### config.mk
export PLATFORM = sky130hd
export DESIGN_NAME = clk_freq_meter
export DESIGN_NICKNAME = d
export VERILOG_FILES = /design/src/rtl/clk_meas_pkg.sv /design/src/rtl/edge_sync.sv /design/src/rtl/clk_freq_meter.sv
export SDC_FILE = /design/constraint.sdc
export NUM_CORES = 1
export LEC_CHECK = 0
export CORE_ASPECT_RATIO = 0.75
export CORE_UTILIZATION = 59
export CTS_CLUSTER_DIAMETER = 100
export DETAILED_ROUTE_END_ITERATION = 12
export PLACE_DENSITY = 0.85
export SLEW_MARGIN = 20
export SYNTH_ARGS = -nofsm -noshare
export SYNTH_HDL_FRONTEND = slang
export SYNTH_SLANG_ARGS = --single-unit
### constraint.sdc
create_clock -name clk -period 3.8 [get_ports clk]
set_clock_uncertainty 0.05 [all_clocks]
set_input_delay 0.38 -clock clk [delete_from_list [all_inputs] [get_ports clk]]
set_output_delay 0.38 -clock clk [all_outputs]
set_load 0.02 [all_outputs]
### src/rtl/clk_meas_pkg.sv
// Shared types and helpers for the clock measurement blocks.
package clk_meas_pkg;

  typedef enum logic [1:0] {
    IDLE  = 2'd0,
    ALIGN = 2'd1,
    GATE  = 2'd2
  } meas_state_t;

  localparam int CNT_W_DEF = 32;

  // Increment that sticks at the all-ones value of a counter `width` bits wide.
  function automatic logic [63:0] sat_inc(input logic [63:0] val, input int unsigned width);
    logic [63:0] max_val;
    max_val = (width >= 64) ? '1 : ((64'd1 << width) - 64'd1);
    return (val >= max_val) ? val : val + 64'd1;
  endfunction

endpackage

### src/rtl/edge_sync.sv
// Synchronizer chain for an asynchronous input followed by a registered
// rising-edge detector; the edge pulse trails the input by SYNC_STAGES+1 clocks.
module edge_sync #(
  parameter int SYNC_STAGES = 2
) (
  input  logic clk,
  input  logic rst,
  input  logic sig_in,
  output logic sig_edge
);

  logic [SYNC_STAGES-1:0] sync_q;
  logic                   prev_q;

  always_ff @(posedge clk) begin
    if (rst) begin
      sync_q   <= '0;
      prev_q   <= 1'b0;
      sig_edge <= 1'b0;
    end else begin
      sync_q   <= {sync_q[SYNC_STAGES-2:0], sig_in};
      prev_q   <= sync_q[SYNC_STAGES-1];
      sig_edge <= sync_q[SYNC_STAGES-1] & ~prev_q;
    end
  end

endmodule

### src/rtl/clk_freq_meter.sv
// Gated edge counter: reports rising edges of sig_in per GATE_CYCLES window.
// Define CLK_FREQ_METER_PERIOD_EN to add the edge-to-edge period counter.
//
//   state | meaning
//   IDLE  | disabled, waiting for en
//   ALIGN | waiting for the first edge to start the window train
//   GATE  | counting edges; windows repeat back-to-back while en holds
module clk_freq_meter
  import clk_meas_pkg::*;
#(
  parameter int GATE_CYCLES = 50_000_000,
  parameter int CNT_W       = CNT_W_DEF,
  parameter int SYNC_STAGES = 2
) (
  input  logic             clk,
  input  logic             rst,
  input  logic             en,
  input  logic             sig_in,
  output logic [CNT_W-1:0] freq_count,
  output logic             freq_valid,
  output logic             overflow,
  output logic [CNT_W-1:0] period_count,
  output logic             period_valid
);

  localparam int              GATE_W    = $clog2(GATE_CYCLES);
  localparam logic [GATE_W-1:0] GATE_LAST = GATE_W'(GATE_CYCLES - 1);

  meas_state_t       state, state_nxt;
  logic              sig_edge;
  logic [GATE_W-1:0] gate_left;
  logic [CNT_W-1:0]  edge_cnt;
  logic [CNT_W-1:0]  edge_next;
  logic              ovf;
  logic              sat_hit;
  logic              win_load;
  logic              win_done;

  edge_sync #(
    .SYNC_STAGES (SYNC_STAGES)
  ) u_edge_sync (
    .clk      (clk),
    .rst      (rst),
    .sig_in   (sig_in),
    .sig_edge (sig_edge)
  );

  assign sat_hit   = sig_edge && (edge_cnt == '1);
  assign edge_next = sig_edge ? CNT_W'(sat_inc(64'(edge_cnt), CNT_W)) : edge_cnt;

  always_ff @(posedge clk) begin
    if (rst) state <= IDLE;
    else     state <= state_nxt;
  end

  always_comb begin
    state_nxt = state;
    win_load  = 1'b0;
    win_done  = 1'b0;
    case (state)
      IDLE:  if (en) state_nxt = ALIGN;
      ALIGN: begin
        if (!en) begin
          state_nxt = IDLE;
        end else if (sig_edge) begin
          win_load  = 1'b1;
          state_nxt = GATE;
        end
      end
      GATE: begin
        if (!en) begin
          state_nxt = IDLE;
        end else if (gate_left == '0) begin
          win_done = 1'b1;
          win_load = 1'b1;
        end
      end
      default: state_nxt = IDLE;
    endcase
  end

  // Gate timer is a down-counter; the final cycle both reports and reloads.
  always_ff @(posedge clk) begin
    if (rst) begin
      gate_left  <= '0;
      edge_cnt   <= '0;
      ovf        <= 1'b0;
      freq_count <= '0;
      freq_valid <= 1'b0;
      overflow   <= 1'b0;
    end else begin
      freq_valid <= 1'b0;
      if (win_done) begin
        freq_count <= edge_next;
        overflow   <= ovf | sat_hit;
        freq_valid <= 1'b1;
      end
      if (win_load) begin
        gate_left <= GATE_LAST;
        edge_cnt  <= '0;
        ovf       <= 1'b0;
      end else if (state == GATE) begin
        gate_left <= gate_left - 1'b1;
        edge_cnt  <= edge_next;
        if (sat_hit) ovf <= 1'b1;
      end
    end
  end

`ifdef CLK_FREQ_METER_PERIOD_EN
  logic [CNT_W-1:0] per_cnt;
  logic             per_armed;

  // The first edge after enable only arms; later edges report the gap.
  always_ff @(posedge clk) begin
    if (rst) begin
      per_cnt      <= '0;
      per_armed    <= 1'b0;
      period_count <= '0;
      period_valid <= 1'b0;
    end else begin
      period_valid <= 1'b0;
      if (!en) begin
        per_cnt   <= '0;
        per_armed <= 1'b0;
      end else if (sig_edge) begin
        if (per_armed) begin
          period_count <= per_cnt;
          period_valid <= 1'b1;
        end
        per_cnt   <= CNT_W'(1);
        per_armed <= 1'b1;
      end else begin
        per_cnt <= CNT_W'(sat_inc(64'(per_cnt), CNT_W));
      end
    end
  end
`else
  assign period_count = '0;
  assign period_valid = 1'b0;
`endif

endmodule

Word-level counts from Yosys, hierarchy flattened --
Cells that the tools add are included.
Word-level totals: word-level logic and storage cells 46, register bits 99, input port bits 4
Cells by class: $lt $le $gt $ge 1, add/subtract/negate cells 2, mux-type cells 16, equality and inequality tests 6, bitwise gates (word level) 3, reductions and logical operators 7
Operator list (count):
- 32-bit 2-to-1 mux | 2
- 26-bit 2-to-1 mux | 2
- 32-bit by 1-bit adder with 32-bit output, second input constant | 1
- 32-bit equality test, second input constant | 1
- 32-bit greater-or-equal comparator, second input constant | 1
- 26-bit logical NOT | 1
- 26-bit by 1-bit subtractor with 26-bit output, second input constant | 1
- 2-bit 2-to-1 mux | 4
- 1-bit 2-to-1 mux | 6
- 2-bit one-hot mux with 3 select lines | 1
- 2-bit inequality test, second input constant | 2
- 3-bit by 2-bit inequality test with 1-bit output, second input constant | 1
- 3-bit AND reduction | 1
- 2-bit by 1-bit equality test with 1-bit output, second input constant | 1
- 2-bit equality test, second input constant | 1
- 2-bit logical NOT | 1
- 1-bit one-hot mux with 2 select lines | 1
- 2-bit AND reduction | 1
- 2-bit nonzero test | 1
- 2-bit OR reduction | 1
- 1-bit AND | 1
- 1-bit logical AND | 1
- 1-bit NOT | 1
- 1-bit bitwise OR | 1

Longest topological paths before layout --
Gate-level depths: netlist of the first run.
word-level depth 5, depth in mapped cells 10, gate-level depth less buffers 8

Hierarchy --
From an unflattened synthesis of the first run, not the netlist that was laid out.
Second synthesis, totals: cell total of the unflattened synthesis 591, area total of the unflattened synthesis 4991.0 µm²
By module, submodules not included:
- clk_freq_meter | instances 1, area an instance 4879.7 µm², cells each 583
- edge_sync | instances 1, area an instance 111.4 µm², cells each 8

Worst setup path before layout of the first run --
Ideal clock, no wire load.
kind register -> register, start reg state[0], end reg gate_left[23], setup slack 1.456 ns, period minus slack after synthesis 2.344 ns, arrival time 2.162 ns, buffers on the path 0, stages on the path, launching flop included 9, cell sequence dfxtp_1 -> inv_1 -> ha_1 -> or4b_2 -> nor3_1 -> nand3_1 -> nor4_1 -> xnor2_1 -> a21oi_1
On the way: longest elaborated chain between the ends 3, elaborated cells between the ends (all ways) 5, those cells by class eq/ne (2); mux (2); reduce/logical (1)
RTL lines:
- start, declared | line clk_freq_meter.sv:29 | meas_state_t state, state_nxt;
- start signal, assigned | line clk_freq_meter.sv:53 | else state <= state_nxt;
- 2-bit equality test or 2-bit by 1-bit equality test with 1-bit output (tied branches) | line clk_freq_meter.sv:60, clk_freq_meter.sv:102
- 1-bit one-hot mux with 2 select lines | line clk_freq_meter.sv:60 | case (state)
- 26-bit 2-to-1 mux or 2-bit nonzero test (tied branches)
- end signal, assigned | line clk_freq_meter.sv:103 | gate_left <= gate_left - 1'b1;
- end, declared | line clk_freq_meter.sv:31 | logic [GATE_W-1:0] gate_left;
Parallel ways exist; a longest one is shown, timed or not. A chain may end at the register's enable or synchronous reset.

Final worst setup path of the first run --
Ends and elaborated chain as after synthesis.

==> run summary, run 1 <==
RR Endpoint: gate_left[23]
Async SR Flop Fraction: 0%
GRT met3 Usage: 7.46%
Flop pwr share: 57.0%
Setup TNS Final: 0 ns
Hold Path Depth: 1
DRC Markers: 0
Die ar.: 8770 µm²
Most Used Layer, Global Route: met2
critical path class: reg2reg
RR Startpoint: state[0]
Worst-Skew Late Latency: 0.38 ns
synthesized flop and latch total: 99
Rel. slew slack: 36.3%
routed wire length: 10,400 µm
Net Switching: 0.417 mW
post-synthesis cell area: 4950 µm²
layout cells sized above 1: 4.49%
vias per std cell: 5.54
Synth Area per Inst: 8.33 µm²
met2 Track Usage GR: 40.3%
CP cell instances: inv_1 -> ha_1 -> or4b_2 -> nor3_1 -> nand3_1 -> nor4_1 -> xnor2_1 -> a21oi_1
final period utilization: 75.5%
WL per Instance: 14.2 µm
Vias: 4,037
RSZ-0062 raised after global routing: false
CP max-delay cell: nor3_1
post-route minimum period: 2.87 ns
Critical Path Sink Type: flip-flop
GRT Residual Overflow: 0
initial antenna violation count: 0
HP Start: u_edge_sync.prev_q
Post-Syn Instances: 595
antenna diode count: 0
Most used DFF post-synth: dfxtp_1
drt first pass iters: 5
CTS tree: built
top cell type by total area after synthesis: dfxtp_1
final net count: 629
largest net degree at the start of global routing: 63
synth cell count leaders: nor2_1, dfxtp_1, xnor2_1
R2R setup slack: 0.93 ns
RD Place Congestion: 0.907
Worst Hold Endpoint: u_edge_sync.sig_edge
status: finished, final reports clean
CP peak stage delay: 0.64 ns
WP depth: 8
Cell Int Power: 1.42 mW
maximum vdd drop: 0.000209 V
vias in the first global route: 3,640
R2R cell count: 8
ANT nets after route: 0
Clock Path Buffers: 2
non-filler instance count after layout: 729
Starting Density: 61.7%
Die Wd: 108 µm
hold crit path type: reg2reg
max_cap viols: 0
clock power share: 38.4%
Logic pwr share: 4.6%
CP Max Fanout: 5
slew at the pin with the worst max-slew slack: 0.946 ns
Switching Share: 22.7%
register area share after synthesis: 40.0%
Synth top area share: 40.0%
PortBufs: 37
Buf+Inv Stages, Crit Path: 1
# setup viols final: 0
hold-fix buffers at CTS: 0
Ys Warns: 0
Post-synth EDFFs: 0
CTS Buf Count: 9
Required @ worst endpoint: 3.99 ns
CTS Root Buffer Type: clkbuf_8
Initial DRC Count: 285
top post-synthesis cells by area: dfxtp_1, xnor2_1, nor2_1
grt met1 use: 34.1%
Max Fclk: 348 MHz
final-report max-slew violation count: 0
cell row count: 28
global-route wire length before repair: 17,300 µm
P&R area growth vs syn: 10.2%
htree depth: 3
setup bufs post-CTS: 0
distinct cell type count after synthesis: 43
Post-Place Cells: 713
PD cells: 337 nW/µm²
Clk pin slew, worst setup/hold paths: 0.08 ns
cts repair resizes: 0
total track usage: 25.4%
Crit path arrival time: 3.06 ns
Hold Fails Final Rpt: 0
DP HPWL: 7250 µm
I/O Pins: 71
Startpoint Class: flip-flop
Die Height: 81.4 µm
dominant cell by count in the synthesized netlist: nor2_1
delay-heaviest family, CP: simple AND/OR/NAND/NOR gates
LEAKAGE: 1.80 nW
Core ar.: 8020 µm²
TritonCTS Sinks: 99
## power groups by stage
| stage | combinational (mW) | sequential (mW) | clock (mW) |
|---|---|---|---|
| floorplan | 0.0935 | 1.07 | 0 |
| global placement | 0.0812 | 1.07 | 0 |
| detailed placement | 0.0835 | 1.07 | 0 |
| CTS | 0.0838 | 1.05 | 0.725 |
| global route | 0.0922 | 1.05 | 0.763 |
| finish | 0.0848 | 1.05 | 0.706 |
## cell type report
type | instances | area (µm²)
fillers | 657 | 2560
clock inverters | 1 | 30.0
well taps | 105 | 131
inverters | 7 | 26.3
clock buffers | 15 | 176
repair buffers | 44 | 430
flip-flops and latches | 99 | 1980
multi-input cells | 458 | 2680
## flip-flops by register name, indices dropped and copies added (netlist names)
register,count
u_edge_sync.sync_q,2
overflow,1
ovf,1
freq_count,32
freq_valid,1
gate_left,26
u_edge_sync.prev_q,1
state,2
edge_cnt,32
u_edge_sync.sig_edge,1
## layout by cell type (no fill, tap or decap), types with 9 or more instances in the layout
cell,Yosys,final
clkdlybuf4s50_1,0,36
nand3_1,21,21
dfxtp_1,99,99
conb_1,1,33
a211oi_1,31,31
nand4_1,12,12
nand2_1,44,44
and3_1,12,12
nor2_1,102,102
xor2_1,22,22
nor3_1,27,27
a21oi_1,29,29
clkbuf_8,0,12
nor4_1,9,9
xnor2_1,57,57
nor2b_1,9,9
## kinds of logic (layout without fill, tap and decap cells)
family          after synthesis  count (layout)  share of synthesized area (%)
flops                        99              99                           40.0
mux                           3               3                          0.606
buf+inv                      70              67                           8.39
fa+ha+maj                     6               6                           1.52
compound gates               76              76                           10.1
other cells                   1              33                         0.0757
xor+xnor                     79              79                           14.0
simple gates                261             261                           25.4
## layer usage
metal,part of all wire (%),up-vias
li1,-,2009
met1,47,1864
met2,44,149
met3,7.0,15
met4,1.2,0
met5,0,-
## metrics by stage
| stage | hold WS [ns] | cell area, µm² | utilization, % | power (mW) | setup slack, ns |
|---|---|---|---|---|---|
| 6_report | 0.341 | 5460 | 68.0 | 1.84 | 0.930 |
| 5_1_grt | 0.362 | 5460 | 68.0 | 1.90 | 0.756 |
| 4_1_cts | 0.346 | 5460 | 68.0 | 1.86 | 0.966 |
| 3_5_place_dp | 0.337 | 5250 | 65.5 | 1.15 | 0.909 |
| 3_3_place_gp | 0.326 | 5250 | 65.5 | 1.15 | 0.987 |
| 2_1_floorplan | 0.317 | 5070 | - | 1.16 | 1.46 |
## how the worst max path moves through the flow
stage             start             to
2_1_floorplan  state[0]  gate_left[23]
5_1_grt        state[0]  gate_left[23]
6_report       state[0]  gate_left[23]
4_1_cts        state[0]  gate_left[23]
3_5_place_dp         en   edge_cnt[24]
3_3_place_gp         en   edge_cnt[24]
No activity file was read; power rests on OpenSTA's default activity.
==> inputs of run 2 (changes only) <==
- CORE_UTILIZATION: 59 -> 55
- PLACE_DENSITY: 0.85 -> 0.8
- clock period: 3.8 -> 2.9 ns (I/O delays scaled with it)
==> run summary, run 2 (synthesized netlist as in run 1, its figures left out) <==
Vias: 4,198 (was 4,037)
cts repair resizes: 0 (unchanged)
# setup viols final: 0 (unchanged)
ANT nets after route: 0 (unchanged)
Switching Share: 22.6% (was 22.7%)
initial antenna violation count: 0 (unchanged)
largest net degree at the start of global routing: 45 (was 63)
hold-fix buffers at CTS: 0 (unchanged)
Worst-Skew Late Latency: 0.35 ns (was 0.38 ns)
layout cells sized above 1: 6.32% (was 4.49%)
Flop pwr share: 49.3% (was 57.0%)
PortBufs: 37 (unchanged)
RR Endpoint: freq_count[11] (was gate_left[23])
vias in the first global route: 3,966 (was 3,640)
Net Switching: 0.629 mW (was 0.417 mW)
Cell Int Power: 2.16 mW (was 1.42 mW)
Crit path arrival time: 2.68 ns (was 3.06 ns)
Post-Place Cells: 725 (was 713)
DP HPWL: 7610 µm (was 7250 µm)
Required @ worst endpoint: 3.11 ns (was 3.99 ns)
Clock Path Buffers: 2 (unchanged)
Die Wd: 112 µm (was 108 µm)
RSZ-0062 raised after global routing: false (unchanged)
P&R area growth vs syn: 14.0% (was 10.2%)
vias per std cell: 5.67 (was 5.54)
drt first pass iters: 9 (was 5)
most common cell after layout, fill and taps aside: nor2_1 (unchanged)
HP Start: rst (was u_edge_sync.prev_q)
PD cells: 493 nW/µm² (was 337 nW/µm²)
slew at the pin with the worst max-slew slack: 0.563 ns (was 0.946 ns)
Starting Density: 57.6% (was 61.7%)
R2R cell count: 6 (was 8)
critical path class: reg2reg (unchanged)
GRT Residual Overflow: 0 (unchanged)
RD Place Congestion: 0.876 (was 0.907)
Die Height: 84.2 µm (was 81.4 µm)
setup bufs post-CTS: 0 (unchanged)
Clk pin slew, worst setup/hold paths: 0.07 ns (was 0.08 ns)
total track usage: 24.7% (was 25.4%)
commonest cells after routing, fill and taps aside: nor2_1, dfxtp_1, xnor2_1 (unchanged)
Initial DRC Count: 252 (was 285)
max_cap viols: 0 (unchanged)
CP Max Fanout: 44 (was 5)
antenna diode count: 0 (unchanged)
Startpoint Class: flip-flop (unchanged)
Setup TNS Final: 0 ns (unchanged)
Die ar.: 9390 µm² (was 8770 µm²)
Worst Hold Endpoint: u_edge_sync.sync_q[1] (was u_edge_sync.sig_edge)
cell row count: 29 (was 28)
final net count: 638 (was 629)
I/O Pins: 71 (unchanged)
Max Fclk: 404 MHz (was 348 MHz)
global-route wire length before repair: 18,600 µm (was 17,300 µm)
Core ar.: 8600 µm² (was 8020 µm²)
final period utilization: 85.4% (was 75.5%)
CTS Root Buffer Type: clkbuf_16 (was clkbuf_8)
hold crit path type: in2reg (was reg2reg)
htree depth: 3 (unchanged)
clock power share: 46.6% (was 38.4%)
maximum vdd drop: 0.000368 V (was 0.000209 V)
final-report max-slew violation count: 0 (unchanged)
DRC Markers: 2 (was 0)
R2R setup slack: 0.42 ns (was 0.93 ns)
Logic pwr share: 4.1% (was 4.6%)
CTS Buf Count: 9 (unchanged)
TritonCTS Sinks: 99 (unchanged)
failing checks: design-rule violations
post-route minimum period: 2.48 ns (was 2.87 ns)
Hold Path Depth: 2 (was 1)
routed wire length: 10,900 µm (was 10,400 µm)
Critical Path Sink Type: flip-flop (unchanged)
RR Startpoint: gate_left[3] (was state[0])
WL per Instance: 14.7 µm (was 14.2 µm)
status: finished, violations left (was finished, final reports clean)
non-filler instance count after layout: 741 (was 729)
LEAKAGE: 1.90 nW (was 1.80 nW)
biggest regs: edge_cnt: 32 flops, freq_count: 32 flops, gate_left: 26 flops (unchanged)
Hold Fails Final Rpt: 0 (unchanged)
Rel. slew slack: 61.9% (was 36.3%)
CTS tree: built (unchanged)
## run 2: changes by cell type in the layout (fill, tap and decap cells not counted), sizes merged
cell,change
inv,+3
buf,+9
clkinvlp,+1
clkinv,+1
bufinv,+1
clkbuf,-6
## run 2: power by group through the flow
stage	registers (mW)	logic, mW	clock network [mW]
floorplan	1.40	0.123	0
global placement	1.40	0.109	0
detailed placement	1.40	0.112	0
CTS	1.37	0.113	1.32
global route	1.37	0.125	1.38
finish	1.37	0.114	1.30
## run 2: cell type report
class	instances	area, µm²
clock buffers	9	225
clock inverters	7	98.8
fillers	714	2950
inverters	7	26.3
multi-input cells	458	2680
flip-flops and latches	99	1980
well taps	108	135
repair buffers	53	498
## run 2: worst max-delay path, stage by stage (launching register included)
cell	delay, ns
dfxtp_1	0.34
or3_1	0.45
or4_4	0.56
nor3_4	0.25
buf_4	0.41
nor2_1	0.08
a211oi_1	0.24
## run 2: through the flow
stage | util, % | cell area [µm²] | setup WS (ns) | hold WS, ns | power [mW]
detailed placement | 61.9 | 5320 | 0.340 | 0.331 | 1.52
floorplan | - | 5070 | 0.556 | 0.317 | 1.53
global route | 65.7 | 5650 | 0.232 | 0.365 | 2.88
CTS | 65.7 | 5650 | 0.421 | 0.330 | 2.80
global placement | 61.9 | 5320 | 0.453 | 0.325 | 1.51
finish | 65.7 | 5650 | 0.422 | 0.333 | 2.79
## run 2: worst max-delay path by stage
stage,start,endpoint,slack [ns],cells past startpoint
after floorplan,state[0],gate_left[23],0.56,8
after global placement,en,freq_count[12],0.45,7
after detailed placement,en,freq_count[17],0.34,7
after CTS,gate_left[3],freq_count[17],0.42,6
after global routing,state[0],gate_left[23],0.23,8
final,gate_left[3],freq_count[11],0.42,6
## run 2: metal layers
| metal | track usage [%] | vias up | share of wire, % |
|---|---|---|---|
| met2 | 40.2 | 154 | 46 |
| met5 | 0 | - | 0 |
| met4 | 7.37 | 0 | 1.7 |
| met1 | 32.3 | 1976 | 47 |
| li1 | - | 2038 | - |
| met3 | 6.71 | 30 | 5.8 |
